--- src/rtl/pointing_device_arbiter.sv ---
// Arbitrates two pointing-device byte sources onto one paced serial stream.
// Whole packets only; one ID byte per RTS cycle; per-source FIFO buffering.
// Ports:
//   clk_i, reset_i (sync, active high), rts_i, overclock_i
//   rts_out_o               : rts_i | reset_i to both sources
//   srcN_data_i/_write_i    : source N byte strobe
//   serial_out_data_o/_write_o : paced output byte pulse
//   active_o (one-hot grant), overflow_o (sticky per-source)
module pointing_device_arbiter #(
  parameter int unsigned GAP     = 250000,
  parameter int unsigned GAP_OC  = 200000,
  parameter int unsigned TIMEOUT = 600000,
  parameter int unsigned DEPTH   = 4
) (
  input  logic       clk_i,
  input  logic       reset_i,
  input  logic       rts_i,
  input  logic       overclock_i,
  output logic       rts_out_o,
  input  logic [7:0] src0_data_i,
  input  logic       src0_write_i,
  input  logic [7:0] src1_data_i,
  input  logic       src1_write_i,
  output logic [7:0] serial_out_data_o,
  output logic       serial_out_write_o,
  output logic [1:0] active_o,
  output logic [1:0] overflow_o
);

  localparam int AW = $clog2(DEPTH);
  localparam int PW = AW + 1;
  localparam logic [7:0]  ID_BYTE = 8'hCA;
  localparam logic [19:0] GAP_L   = 20'(GAP - 1);
  localparam logic [19:0] GAPOC_L = 20'(GAP_OC - 1);
  localparam logic [19:0] TO_L    = 20'(TIMEOUT);

  typedef enum logic {ST_IDLE, ST_SEND} state_e;

  function automatic logic is_start(input logic [7:0] b);
    return b[7:6] == 2'b11;
  endfunction

  logic [7:0]  wdata [2];
  logic [1:0]  wstb;
  logic [7:0]  mem_q [2][DEPTH];
  logic [AW:0] wr_q  [2];
  logic [AW:0] rd_q  [2];
  logic [7:0]  head  [2];
  logic [1:0]  empty, full, push, pop, ovf_set;

  state_e      state_q, state_d;
  logic        src_q, src_d;
  logic [1:0]  rem_q, rem_d;
  logic        first_q, first_d;
  logic        last_q, last_d;
  logic        id_q, id_d;
  logic [19:0] gap_q, gap_d;
  logic [19:0] stall_q, stall_d;
  logic [1:0]  active_q, active_d;
  logic        wr_q_o, wr_d_o;
  logic [7:0]  data_q, data_d;
  logic [1:0]  ovf_q;
  logic [1:0]  elig;
  logic        g;

  assign wdata[0] = src0_data_i;
  assign wdata[1] = src1_data_i;
  assign wstb     = {src1_write_i, src0_write_i};

  assign rts_out_o          = rts_i | reset_i;
  assign serial_out_data_o  = data_q;
  assign serial_out_write_o = wr_q_o;
  assign active_o           = active_q;
  assign overflow_o         = ovf_q;

  always_comb begin
    for (int i = 0; i < 2; i++) begin
      empty[i] = wr_q[i] == rd_q[i];
      full[i]  = (wr_q[i][AW] != rd_q[i][AW]) &&
                 (wr_q[i][AW-1:0] == rd_q[i][AW-1:0]);
      head[i]  = mem_q[i][rd_q[i][AW-1:0]];
    end
  end

  // A pop in the same cycle frees the slot, so a full FIFO still accepts.
  always_comb begin
    for (int i = 0; i < 2; i++) begin
      push[i]    = wstb[i] && !rts_i && !reset_i && (!full[i] || pop[i]);
      ovf_set[i] = wstb[i] && !rts_i && !reset_i && full[i] && !pop[i];
    end
  end

  always_ff @(posedge clk_i) begin
    if (reset_i || rts_i) begin
      for (int i = 0; i < 2; i++) begin
        wr_q[i] <= '0;
        rd_q[i] <= '0;
      end
    end else begin
      for (int i = 0; i < 2; i++) begin
        if (push[i]) wr_q[i] <= wr_q[i] + PW'(1);
        if (pop[i])  rd_q[i] <= rd_q[i] + PW'(1);
      end
    end
  end

  always_ff @(posedge clk_i) begin
    for (int i = 0; i < 2; i++) begin
      if (push[i]) mem_q[i][wr_q[i][AW-1:0]] <= wdata[i];
    end
  end

  always_comb begin
    state_d  = state_q;
    src_d    = src_q;
    rem_d    = rem_q;
    first_d  = first_q;
    last_d   = last_q;
    id_d     = id_q;
    gap_d    = (gap_q == '0) ? '0 : gap_q - 20'd1;
    stall_d  = stall_q;
    active_d = active_q;
    wr_d_o   = 1'b0;
    data_d   = data_q;
    pop      = '0;
    elig     = '0;
    g        = 1'b0;

    unique case (state_q)
      ST_IDLE: begin
        // Non-start heads and repeat ID bytes can never open a packet.
        for (int i = 0; i < 2; i++) begin
          if (!empty[i]) begin
            if (is_start(head[i]) && !(head[i] == ID_BYTE && id_q))
              elig[i] = 1'b1;
            else
              pop[i] = 1'b1;
          end
        end
        if (elig == 2'b11) g = ~last_q;
        else               g = elig[1];
        if (elig != 2'b00) begin
          src_d    = g;
          rem_d    = (head[g] == ID_BYTE) ? 2'd1 : 2'd3;
          first_d  = 1'b1;
          stall_d  = '0;
          active_d = g ? 2'b10 : 2'b01;
          state_d  = ST_SEND;
        end
      end
      ST_SEND: begin
        if (empty[src_q]) begin
          stall_d = stall_q + 20'd1;
          if (stall_d >= TO_L) begin
            stall_d  = '0;
            last_d   = src_q;
            active_d = '0;
            state_d  = ST_IDLE;
          end
        end else if (!first_q && is_start(head[src_q])) begin
          // New packet arrived mid-packet: drop the rest, keep the head.
          stall_d  = '0;
          active_d = '0;
          state_d  = ST_IDLE;
        end else if (gap_q == '0) begin
          wr_d_o     = 1'b1;
          data_d     = head[src_q];
          pop[src_q] = 1'b1;
          rem_d      = rem_q - 2'd1;
          first_d    = 1'b0;
          stall_d    = '0;
          gap_d      = overclock_i ? GAPOC_L : GAP_L;
          if (head[src_q] == ID_BYTE) id_d = 1'b1;
          if (rem_q == 2'd1) begin
            last_d   = src_q;
            active_d = '0;
            state_d  = ST_IDLE;
          end
        end
      end
      default: state_d = ST_IDLE;
    endcase

    if (rts_i) begin
      state_d  = ST_IDLE;
      id_d     = 1'b0;
      stall_d  = '0;
      gap_d    = '0;
      active_d = '0;
      wr_d_o   = 1'b0;
      pop      = '0;
    end
  end

  always_ff @(posedge clk_i) begin
    if (reset_i) begin
      state_q  <= ST_IDLE;
      src_q    <= 1'b0;
      rem_q    <= '0;
      first_q  <= 1'b0;
      last_q   <= 1'b1;
      id_q     <= 1'b0;
      gap_q    <= '0;
      stall_q  <= '0;
      active_q <= '0;
      wr_q_o   <= 1'b0;
      data_q   <= '0;
      ovf_q    <= '0;
    end else begin
      state_q  <= state_d;
      src_q    <= src_d;
      rem_q    <= rem_d;
      first_q  <= first_d;
      last_q   <= last_d;
      id_q     <= id_d;
      gap_q    <= gap_d;
      stall_q  <= stall_d;
      active_q <= active_d;
      wr_q_o   <= wr_d_o;
      data_q   <= data_d;
      ovf_q    <= ovf_q | ovf_set;
    end
  end

endmodule

--- config.mk ---
export PLATFORM = sky130hd
export DESIGN_NAME = pointing_device_arbiter
export DESIGN_NICKNAME = d
export VERILOG_FILES = /design/src/rtl/pointing_device_arbiter.sv
export SDC_FILE = /design/constraint.sdc
export NUM_CORES = 1
export LEC_CHECK = 0
export CAP_MARGIN = 20
export CORE_MARGIN = 2
export CORE_UTILIZATION = 50
export CTS_BUF_LIST = sky130_fd_sc_hd__clkbuf_8 sky130_fd_sc_hd__clkbuf_16
export DETAILED_ROUTE_END_ITERATION = 6
export GPL_ROUTABILITY_DRIVEN = 0
export GPL_TIMING_DRIVEN = 0
export PLACE_DENSITY = 0.69
export SLEW_MARGIN = 20
export SYNTH_ARGS = -nofsm -noshare
export SYNTH_HDL_FRONTEND = slang
export SYNTH_SLANG_ARGS = --single-unit
--- constraint.sdc ---
create_clock -name clk_i -period 3.1 [get_ports clk_i]
set_input_delay 0.62 -clock clk_i [delete_from_list [all_inputs] [get_ports clk_i]]
set_output_delay 0.62 -clock clk_i [all_outputs]
set_load 0.02 [all_outputs]
## Yosys cells after proc, flatten, opt, wreduce, memory -nomap -nowiden

Memories as Yosys holds them, arrays and structs flattened.
Index checks and enable logic that the tools add are counted.

- Flip-flop bits (word level): 60
- Bits in latches: 0
- Bits in writable memories: 76
- Bits in read-only memories: 0
- Input bits: 22
- Output and inout port bits: 14
- Logic and storage cells: 219
- Memories kept: 3

Memories:

| name | depth | bits a word | rd ports | clocked after memory_dff | write ports | RTL line | RTL |
|---|---|---|---|---|---|---|---|
| mem_q | 2 | 32 | 2 | 0 | 2 | 45 | `logic [7:0] mem_q [2][DEPTH];` |
| rd_q | 2 | 3 | 2 | 0 | 2 | 47 | `logic [AW:0] rd_q [2];` |
| wr_q | 2 | 3 | 2 | 0 | 2 | 46 | `logic [AW:0] wr_q [2];` |

- Add/sub/neg operators: 7
- $mul: 0
- Div/mod/pow operators: 0
- Magnitude comparators: 11
- Equal/unequal tests: 24
- Shift-type cells: 0
- Multiplexer cells: 101
- Bitwise operators: 16
- Reduce and logical (&&, ||, !) cells: 45

Operators by type and width:

| operator | count |
|---|---|
| $mux 20 | 10 |
| $mux 8 | 12 |
| $mux 32 | 2 |
| $mux 1 | 45 |
| $pmux 20 s2 | 1 |
| $bmux 8 s2 | 2 |
| $demux 8 s2 | 2 |
| $eq 8x8->1 const B | 4 |
| $mux 2 | 16 |
| $add 20x1->20 const B | 1 |
| $ge 20x20->1 const B | 1 |
| $logic_and 1x1->1 | 20 |
| $logic_not 20->1 | 1 |
| $sub 20x1->20 const B | 1 |
| $mux 16 | 1 |
| $add 3x1->3 const B | 4 |
| $ge 3x3->1 const B | 4 |
| $mux 3 | 4 |
| $not 2->3 | 4 |
| $pmux 2 s2 | 3 |
| $reduce_and 4->1 | 3 |
| $reduce_and 5->1 | 2 |
| $logic_not 1->1 | 9 |
| $eq 2x2->1 const B | 4 |
| other kinds (24) | 48 |

## Depth between registers and ports, before layout

Gate-level depths: netlist (run 1).

- Depth after elaboration: 22
- Depth in mapped cells: 10
- Depth with buffers taken out: 9

## Worst setup path before layout (run 1)

Ideal clock, no wire load.

- Path kind: reg2reg
- Start point: mem rd_q[0][3] in the netlist's numbering
- End point: mem mem_q[0][32] in the netlist's numbering, enable pin
- Setup time: 0.332 ns
- Data arrival time: 2.367 ns
- Required time: 2.768 ns
- Path slack: 0.401 ns
- Cell stages (with the launch flop): 8
- Buffers on the path: 1
- Clock period less this slack: 2.699 ns
- Path through: edfxtp_1 > buf_6 > mux4_2 > and3_1 > o41ai_1 > o21a_1 > o311a_1 > and2_1

RTL lines:

| element | RTL line |
|---|---|
| from (decl) | 47 |
| to (decl) | 45 |

## Final worst setup path (run 1)

- Start point: in rts_i
- End point: out rts_out_o

- Longest elaborated chain between the ends: 1

Ends and longest elaborated chain:

| element | RTL line | RTL |
|---|---|---|
| from (decl) | 17 | `input logic rts_i,` |
| $or 1x1->1 | 70 | `assign rts_out_o = rts_i \| reset_i;` |
| to (decl) | 19 | `output logic rts_out_o,` |

Every way passes these cells.

==> results of run 1 <==
[critical path: cells and delay by family]
family	cells	cell delay, ns
buffers and inverters	4	1.52
and+or+nand+nor	1	0.27
[cells in the final DEF, fill, tap and decap left out, types with 5 or more instances in the layout]
cell type and count:
inv_1 18, nor3_2 21, buf_2 7, nand2_1 22, nor2b_1 5, buf_6 6, nor4_1 13, dfxtp_1 60
nand2b_1 6, clkbuf_1 11, ha_1 14, a21oi_1 7, mux2i_1 11, nor3_1 17, nand3_1 15, edfxtp_1 76
nor3b_1 5, nor2_1 48, o22ai_1 5, xnor2_1 37, mux4_2 16, xor2_1 14, and2_2 6, a211oi_1 11
clkdlybuf4s50_1 34, clkbuf_16 17, or3_1 7, o21ai_0 12
[metrics by stage]
stage | TNS, ns | setup slack, ns | area, sq um | hold WS (ns)
2_1_floorplan | 0 | 0.4014 | 6531 | 0.4427
3_3_place_gp | -4.073 | -0.4897 | 7087 | 0.4583
3_5_place_dp | -4.380 | -0.4860 | 7087 | 0.4753
4_1_cts | -0.02742 | -0.006380 | 7744 | 0.4866
5_1_grt | 0 | 0.02212 | 7775 | 0.5032
6_report | 0 | 0.05780 | 7775 | 0.4887
[cell families (layout without fill, tap and decap cells)]
family / after synthesis / in the layout
simple gates: 196 / 196
flops: 136 / 136
xor+xnor: 51 / 51
compound gates: 72 / 72
fa+ha+maj: 14 / 14
mux: 27 / 27
buf+inv: 44 / 110
[cell usage after synthesis (all sizes together), types with 2 or more instances]
master | count | area, sq um
buf | 14 | 106.3
nor4 | 15 | 115.1
nor2 | 50 | 195.2
nand4 | 4 | 25.02
mux2i | 11 | 110.1
a21o | 2 | 15.01
nor3b | 5 | 37.54
clkbuf | 11 | 41.29
inv | 18 | 67.56
and4 | 3 | 26.28
nor4b | 3 | 41.29
o21ai | 13 | 65.06
xor2 | 14 | 122.6
nand2 | 22 | 82.58
a211oi | 11 | 82.58
edfxtp | 76 | 2282
nor2b | 5 | 31.28
ha | 14 | 175.2
a311oi | 3 | 32.53
and3 | 5 | 36.28
o21a | 3 | 22.52
o41ai | 4 | 42.55
and2 | 11 | 68.82
or3 | 8 | 55.05
a31oi | 4 | 25.02
o22ai | 5 | 31.28
xnor2 | 37 | 324.1
nand2b | 6 | 37.54
nor3 | 39 | 305.3
dfxtp | 60 | 1201
o311ai | 2 | 25.03
mux4 | 16 | 360.4
or2 | 3 | 21.27
a21oi | 11 | 77.58
nand3 | 15 | 75.07
[what timing repair did]
action                                  4_1_cts  5_1_grt
gates resized for setup                       9        7
buffers inserted                              0        0
endpoints found under the setup margin       38       66
pin swaps                                     0        0
[sequential cells by signal, summed over array words and instances, names as in the netlist, 6 cells and up]
register / count
serial_out_data_o: 8
rd_q: 6
mem_q: 64
gap_q: 20
stall_q: 20
wr_q: 6
[where the power goes]
part           total (mW)  switching [mW]  internal [mW]
Combinational        2.84            1.67           1.17
Clock                2.18           0.813           1.37
Sequential           2.27           0.152           2.12
[worst paths after layout]
kind	slack, ns	cells after the start	end
setup reg to reg	0.12	7	mem_q[0][50]$_DFFE_PP_
hold reg to reg	0.49	2	gap_q[9]$_SDFF_PP0_
setup / recovery	0.06	5	rts_out_o
hold / removal	0.49	2	gap_q[9]$_SDFF_PP0_
[cell type report]
cell class | count | share of cell area
Sequential cell | 136 | 0.4480
Multi-Input combinational cell | 360 | 0.3693
Buffer | 25 | 0.01947
Clock buffer | 17 | 0.05472
Inverter | 19 | 0.009334
Clock inverter | 15 | 0.02768
Timing Repair Buffer | 34 | 0.04377
Tap cell | 172 | 0.02768
[routing by layer]
| layer | vias up | share of wire | global-route usage |
|---|---|---|---|
| met3 | 17 | 0.036 | 0.04151 |
| met2 | 94 | 0.50 | 0.3331 |
| met5 | - | 0 | 0 |
| met4 | 0 | 0.022 | 0.09563 |
| li1 | 2111 | - | - |
| met1 | 2187 | 0.44 | 0.2528 |
==> key figures, run 1 <==
Run status
  – Outcome: finished clean

STA
  – Fmax: 0.3287 GHz
  – Final hold vios: 0
  – Setup Skew: 0.01070 ns
  – RSZ-0062 raised after global routing: false
  – Fin. max-slew vios: 0
  – Slew @ Worst Pin: 0.7537 ns
  – Fin crit period: 3.042 ns
  – # setup viols final: 0
  – Slew headroom: 0.4896
  – Fin crit share: 0.9814

Finish
  – Share of cells above drive strength 1: 0.1898
  – Fillers: 1029
  – Post-route insts no fill: 778
  – Multi-input gate area: 2872 sq um
  – # diodes: 0
  – Final Core Density: 0.6136
  – FF+latch area: 3483 sq um
  – Layout net count: 629
  – Area grow syn2layout: 19.04%

Floorplan
  – IO Pins: 36
  – # rows: 41
  – Die ar.: 13990 sq um
  – Die height: 118.3 microns
  – Die X: 118.3 microns
  – Core footprint: 12670 sq um
  – Starting density of the core: 0.5155

Worst setup path
  – Reg2reg start: rd_q[0][3]$_SDFFCE_PN0P_
  – Largest stage delay, worst path: 0.56 ns
  – Critical Path Source Type: primary input
  – CP most frequent cell: clkdlybuf4s50_1
  – CP Cell Sequence: clkdlybuf4s50_1 -> nor2_4 -> clkinv_2 -> clkbuf_4 -> clkdlybuf4s50_1
  – Critical path class: primary input to output pin
  – Slowest cell on the critical path: clkdlybuf4s50_1
  – CP Launch Point: rts_i
  – Data arrival, critical path: 2.42 ns
  – Required time worst endpoint: 2.48 ns
  – Setup crit end kind: output pin
  – Crit Path Max Fanout: 10

Clocking
  – CTS Hold Buffers Added: 0
  – Clock Tree Root: clkbuf_16
  – Worst skew pair latency: 0.43 ns
  – TritonCTS Buffers: 17
  – H-Tree Depth: 4
  – CTS tree: done
  – Worst-path clk slew: 0.06 ns
  – Clock sinks: 136
  – Clock Path Buffers: 2

Global route
  – Total congestion overflow: 0
  – Largest net degree at the start of global routing: 17
  – Vias in the first global route: 4375
  – Gr usage total: 0.2015
  – Antenna violations before repair: 0
  – First-pass GRT wire length: 22020 microns

Synth
  – Synth Area in Compound Gates: 0.08563
  – Synthesized Nets: 576
  – Adder-cell share of the synthesized area: 0.02682
  – Xor-xnor portion of the synthesized cell area: 0.06839
  – Synth Register Bits: 136
  – Synth Area in Simple Gates: 0.1803
  – Synth Flop Type: edfxtp_1
  – Main combinational cell family by area after synthesis: simple AND/OR/NAND/NOR gates
  – Syn avg cell area: 12.09 sq um
  – Ys async rst share: 0
  – Register area share after synthesis: 0.5333
  – Cell count after synthesis: 540
  – Synth warn: 0
  – Mapped cell area: 6531 sq um
  – Post-synthesis mux area share: 0.07203
  – EDFF count, synth: 76
  – Count of different cell masters after synthesis: 68

Place
  – Port bufs: 34
  – Placed Instances: 746
  – Post-DP HPWL: 9286 microns

Drt
  – Via/cell ratio: 5.667
  – 1st-iter DRT viols: 356
  – Antenna viol nets, final: 0
  – TritonRoute pass-1 iters: 6
  – WL final: 13460 microns
  – Via count: 4409
  – Avg WL per Cell: 17.30 microns
  – DRC: 0

Flow run
  – Max-cap check violation count: 0

Power
  – Max IR drop VDD: 0.0005007 V
  – Leakage Power: 2.691 nW
  – Total power: 7.289 mW
  – Pwr/cell area: 937.5 nW/um^2

Min path
  – Hold Crit Class: register to register
  – Hold_sp: gap_q[9]$_SDFF_PP0_
No activity file was read; power rests on OpenSTA's default activity.
==> run 2: changes to the inputs <==
--- a/config.mk
+++ b/config.mk
@@ -12,7 +12,7 @@
 export DETAILED_ROUTE_END_ITERATION = 6
 export GPL_ROUTABILITY_DRIVEN = 0
 export GPL_TIMING_DRIVEN = 0
-export PLACE_DENSITY = 0.69
+export PLACE_DENSITY = 0.78
 export SLEW_MARGIN = 20
 export SYNTH_ARGS = -nofsm -noshare
 export SYNTH_HDL_FRONTEND = slang
==> constraint.sdc (replaced) <==
create_clock -name clk_i -period 3.1 [get_ports clk_i]
set_input_delay 0.62 -clock clk_i [delete_from_list [all_inputs] [get_ports clk_i]]
set_output_delay 0.62 -clock clk_i [all_outputs]
set_load 0.1 [all_outputs]
==> run 2 against run 1 <==
Non-clock buffer count up 1. Worst hold slack got worse by 0.0088 ns. Combinational power rose by 7.7%. Highest routed layer unchanged. Critical path type unchanged. Via count about the same. First-iteration DRC count shrank 3.1%. Design area is 0.56% lower. Global-route usage down 0.31 points. Count of clock-buffer cells in the layout unchanged.
==> key figures, run 2 (synthesized netlist as in run 1, its figures left out) <==
STA
  – Fmax: 0.3317 GHz
  – Slew @ Worst Pin: 0.9865 ns
  – Setup Skew: 0.01227 ns
  – Final hold vios: 0
  – Fin. max-slew vios: 0
  – Slew headroom: 0.3403
  – Fin crit period: 3.014 ns
  – Hold WS: 0.4799 ns
  – RSZ-0062 raised after global routing: false
  – Post-route setup slack: 0.08560 ns
  – Fin crit share: 0.9724
  – # setup viols final: 0

Global route
  – Gr usage total: 0.1984
  – First-pass GRT wire length: 21800 microns
  – Total congestion overflow: 0
  – Largest net degree at the start of global routing: 17
  – Antenna violations before repair: 0
  – Vias in the first global route: 4475

Floorplan
  – Starting density of the core: 0.5155
  – Die ar.: 13990 sq um
  – Core footprint: 12670 sq um
  – Die X: 118.3 microns
  – # rows: 41
  – Die height: 118.3 microns
  – IO Pins: 36

Drt
  – WL final: 13320 microns
  – Antenna viol nets, final: 0
  – Via/cell ratio: 5.662
  – Via count: 4411
  – 1st-iter DRT viols: 345
  – Avg WL per Cell: 17.10 microns
  – DRC: 0
  – TritonRoute pass-1 iters: 5

Worst setup path
  – Data arrival, critical path: 2.39 ns
  – Setup crit end kind: output pin
  – Critical path class: primary input to output pin
  – Worst Reg-to-Reg Cells: 7
  – Reg2Reg Setup Slack: 0.11 ns
  – Critical Path Source Type: primary input
  – Required time worst endpoint: 2.48 ns
  – Reg2reg start: rd_q[0][3]$_SDFFCE_PN0P_
  – Crit Path Max Fanout: 10
  – RR Endpoint: mem_q[0][44]$_DFFE_PP_

Finish
  – Final Core Density: 0.6102
  – Most frequent cells in the layout: edfxtp_1 (76), dfxtp_1 (60), nor2_1 (48), xnor2_1 (37), clkdlybuf4s50_1 (33)
  – Area grow syn2layout: 18.37%
  – # diodes: 0
  – Most common cell after layout, fill and taps aside: edfxtp_1
  – Share of cells above drive strength 1: 0.1763
  – Max FFs per register: 64
  – Layout net count: 630

Min path
  – Hold_sp: overflow_o[0]$_SDFF_PP0_
  – Hold Crit Class: register to register
  – Worst Hold End: overflow_o[0]$_SDFF_PP0_
  – Hold path depth: 2

Power
  – Internal: 4.627 mW
  – Total power: 7.388 mW
  – Psw: 2.762 mW
  – Combinational share of power: 0.414
  – Seq pwr share: 0.307
  – Max IR drop VDD: 0.0005466 V
  – Pwr/cell area: 955.6 nW/um^2
  – Clk pwr share: 0.279
  – Switching share of power: 0.3738
  – Leakage Power: 2.677 nW

Place
  – Port bufs: 34
  – DP Worst Slack: -0.8523 ns
  – Post-DP HPWL: 9359 microns

Clocking
  – H-Tree Depth: 4
  – TritonCTS Buffers: 17
  – Worst-path clk slew: 0.06 ns
  – Worst skew pair latency: 0.42 ns
  – Clock Tree Root: clkbuf_16
  – Clock Path Buffers: 2
  – Clock sinks: 136
  – CTS Hold Buffers Added: 0
  – CTS tree: done

Flow run
  – Max-cap check violation count: 0

Run status
  – Outcome: finished clean
run 2: power by group through the flow:
stage	logic [mW]	clock network (mW)	registers, mW
after floorplan	2.16	0	2.47
after global placement	2.89	0	2.29
after detailed placement	2.97	0	2.30
after CTS	3.00	2.10	2.27
after global routing	3.30	2.17	2.29
final	3.06	2.06	2.27
run 2: critical path, cell delays in order:
cell and delay (ns):
clkdlybuf4s50_1 0.49, nor2_2 0.33, clkinv_1 0.31, buf_2 0.30, buf_2 0.33
run 2: routing by layer:
layer	GRT usage	share of wire
met1	0.2335	0.42
met2	0.3374	0.51
met3	0.05888	0.048
met4	0.08358	0.019
met5	0	0
run 2: per-stage QoR:
step	cell area, sq um	setup TNS [ns]	std cells
after floorplan	6531	0	540
final	7731	0	779
after global placement	7087	-2.829	746
after detailed placement	7087	-4.670	746
after global routing	7731	0	779
after CTS	7704	-0.01419	778
run 2: cell type report:
| type | count | area, sq um |
|---|---|---|
| Fill cell | 1010 | 4940 |
| Clock buffer | 17 | 425.4 |
| Buffer | 25 | 148.9 |
| Clock inverter | 15 | 187.7 |
| Inverter | 19 | 71.32 |
| Tap cell | 172 | 215.2 |
| Timing Repair Buffer | 35 | 342.8 |
| Sequential cell | 136 | 3483 |
| Multi-Input combinational cell | 360 | 2856 |
run 2: worst max path at each step:
stage / from / end / slack, ns / depth (start not counted)
2_1_floorplan: reset_i / rts_out_o / 0.22 / 4
3_3_place_gp: rts_i / rts_out_o / -0.86 / 5
3_5_place_dp: rts_i / rts_out_o / -0.85 / 5
4_1_cts: rd_q[0][3]$_SDFFCE_PN0P_ / mem_q[0][44]$_DFFE_PP_ / -0.005 / 7
5_1_grt: rd_q[0][0]$_SDFFCE_PN0P_ / mem_q[0][27]$_DFFE_PP_ / 0.008 / 7
6_report: rts_i / rts_out_o / 0.09 / 5
run 2: what timing repair did:
| action | in CTS | in global routing |
|---|---|---|
| gates resized for setup | 11 | 4 |
| endpoints found under the setup margin | 33 | 45 |
| setup buffers | 0 | 1 |
| hold endpoints to repair | 0 | 0 |
==> run 3: changes to the inputs <==
--- a/config.mk
+++ b/config.mk
@@ -13,7 +13,7 @@
 export GPL_ROUTABILITY_DRIVEN = 0
 export GPL_TIMING_DRIVEN = 0
 export PLACE_DENSITY = 0.78
-export SLEW_MARGIN = 20
+export SLEW_MARGIN = 5
 export SYNTH_ARGS = -nofsm -noshare
 export SYNTH_HDL_FRONTEND = slang
 export SYNTH_SLANG_ARGS = --single-unit
==> constraint.sdc (replaced) <==
create_clock -name clk_i -period 3.1 [get_ports clk_i]
set_input_delay 0.62 -clock clk_i [delete_from_list [all_inputs] [get_ports clk_i]]
set_output_delay 0.62 -clock clk_i [all_outputs]
set_load 0.005 [all_outputs]
==> run 3 against run 2 <==
Global-route usage unchanged. Critical endpoint unchanged. First-iteration DRC count decreased by 2.0%. Design area about the same. Highest routed layer unchanged. Largest power group unchanged. Non-clock buffer count unchanged. Wire length decreased by 0.43%.
==> key figures, run 3 (synthesized netlist as in run 1, its figures left out) <==
Clocking
  – Worst-path clk slew: 0.06 ns
  – TritonCTS Buffers: 17
  – Worst skew pair latency: 0.42 ns
  – Clock sinks: 136
  – CTS Hold Buffers Added: 0
  – CTS tree: done
  – H-Tree Depth: 4
  – Clock Tree Root: clkbuf_16
  – Clock Path Buffers: 2

Worst setup path
  – Critical path class: primary input to output pin
  – Reg2reg start: rd_q[0][3]$_SDFFCE_PN0P_
  – Worst Reg-to-Reg Cells: 7
  – RR Endpoint: mem_q[0][44]$_DFFE_PP_
  – CP Launch Point: rts_i
  – Required time worst endpoint: 2.48 ns
  – Critical Path Source Type: primary input
  – Setup crit end kind: output pin
  – Crit Path Max Fanout: 10
  – Reg2Reg Setup Slack: 0.12 ns
  – Data arrival, critical path: 2.43 ns

Floorplan
  – Starting density of the core: 0.5155
  – # rows: 41
  – Core footprint: 12670 sq um
  – Die height: 118.3 microns
  – IO Pins: 36
  – Die X: 118.3 microns
  – Die ar.: 13990 sq um

Global route
  – Gr usage total: 0.1984
  – Antenna violations before repair: 0
  – Largest net degree at the start of global routing: 17
  – Vias in the first global route: 4475
  – First-pass GRT wire length: 21800 microns
  – Total congestion overflow: 0

Place
  – Post-DP HPWL: 9359 microns
  – Port bufs: 34
  – Placed Instances: 746

Finish
  – Final Core Density: 0.6106
  – Share of cells above drive strength 1: 0.1763
  – Fillers: 1009
  – Most common cell after layout, fill and taps aside: edfxtp_1
  – Area grow syn2layout: 18.47%
  – Most frequent cells in the layout: edfxtp_1 (76), dfxtp_1 (60), nor2_1 (48), xnor2_1 (37), clkdlybuf4s50_1 (34)
  – Max FFs per register: 64
  – Post-route insts no fill: 779
  – Layout net count: 630
  – # diodes: 0

STA
  – Fmax: 0.3280 GHz
  – Fin crit share: 0.9834
  – Fin. max-slew vios: 0
  – # setup viols final: 0
  – Slew headroom: 0.4918
  – Fin crit period: 3.048 ns
  – Slew @ Worst Pin: 0.7504 ns
  – RSZ-0062 raised after global routing: false
  – Final hold vios: 0
  – Setup Skew: 0.01226 ns

Power
  – Max IR drop VDD: 0.0005425 V
  – Switching share of power: 0.3541
  – Pwr/cell area: 925.9 nW/um^2
  – Leakage Power: 2.679 nW
  – Seq pwr share: 0.316
  – Psw: 2.537 mW
  – Combinational share of power: 0.396
  – Internal: 4.627 mW
  – Clk pwr share: 0.287

Drt
  – Antenna viol nets, final: 0
  – Avg WL per Cell: 17.03 microns
  – TritonRoute pass-1 iters: 5
  – Via/cell ratio: 5.657
  – WL final: 13260 microns
  – Via count: 4407
  – 1st-iter DRT viols: 338
  – DRC: 0

Run status
  – Outcome: finished clean

Min path
  – Worst Hold End: overflow_o[0]$_SDFF_PP0_
  – Hold_sp: overflow_o[0]$_SDFF_PP0_
  – Hold path depth: 2
  – Hold Crit Class: register to register

Flow run
  – Max-cap check violation count: 0
[run 3: cell types whose count changed in the layout (fill, tap and decap cells not counted)]
cell             previous run  this run
buf_2                       9         8
clkdlybuf4s50_1            33        34
clkinv_1                    3         2
clkinv_2                    0         1
[run 3: how the worst max path moves through the flow]
stage	endpoint	slack [ns]	cells past startpoint
after floorplan	mem_q[0][32]$_DFFE_PP_	0.40	7
final	rts_out_o	0.05	5
after detailed placement	rts_out_o	-0.32	5
after global routing	mem_q[0][27]$_DFFE_PP_	0.008	7
after global placement	rts_out_o	-0.33	5
after CTS	mem_q[0][44]$_DFFE_PP_	-0.005	7
[run 3: final cells by class]
cell class	instances	area (sq um)	area share
inverter	19	72.57	0.009379
timing repair buffer	35	347.8	0.04495
tap	172	215.2	0.02781
clock inverter	15	187.7	0.02426
multi-input combinational	360	2856	0.3692
buffer	25	148.9	0.01924
clock buffer	17	425.4	0.05498
sequential	136	3483	0.4502
[run 3: power groups by stage]
stage | sequential (mW) | clock (mW) | combinational (mW)
floorplan | 2.26 | 0 | 2.15
global placement | 2.29 | 0 | 2.68
detailed placement | 2.30 | 0 | 2.76
CTS | 2.27 | 2.10 | 2.79
global route | 2.29 | 2.17 | 3.09
finish | 2.27 | 2.06 | 2.84
[run 3: per-stage QoR]
step           hold WS (ns)  total power [mW]  instance area [sq um]  setup slack (ns)  setup TNS (ns)
2_1_floorplan        0.4427             4.418                   6531            0.4014               0
3_3_place_gp         0.4576             4.970                   7087           -0.3349          -2.305
3_5_place_dp         0.4688             5.063                   7087           -0.3214          -4.139
4_1_cts              0.4833             7.154                   7710         -0.005110        -0.01419
5_1_grt              0.5109             7.551                   7737          0.007585               0
6_report             0.4799             7.164                   7737           0.05159               0
[run 3: repair_timing]
item	CTS	global route
buffers inserted	0	1
resized for setup	7	4
hold endpoints to repair	0	0
endpoints found under the setup margin	33	45
[run 3: per-layer routing]
| layer | wire, microns | vias to the layer above | GRT usage |
|---|---|---|---|
| met5 | 0 | - | 0 |
| met4 | 276 | 0 | 0.08358 |
| met3 | 650 | 23 | 0.05888 |
| met2 | 6771 | 121 | 0.3374 |
| met1 | 5565 | 2132 | 0.2335 |
| li1 | - | 2131 | - |
[run 3: critical path, cell delays in order]
cell and delay, ns:
clkdlybuf4s50_1 0.49, nor2_2 0.35, clkinv_2 0.21, buf_2 0.27
clkdlybuf4s50_1 0.48
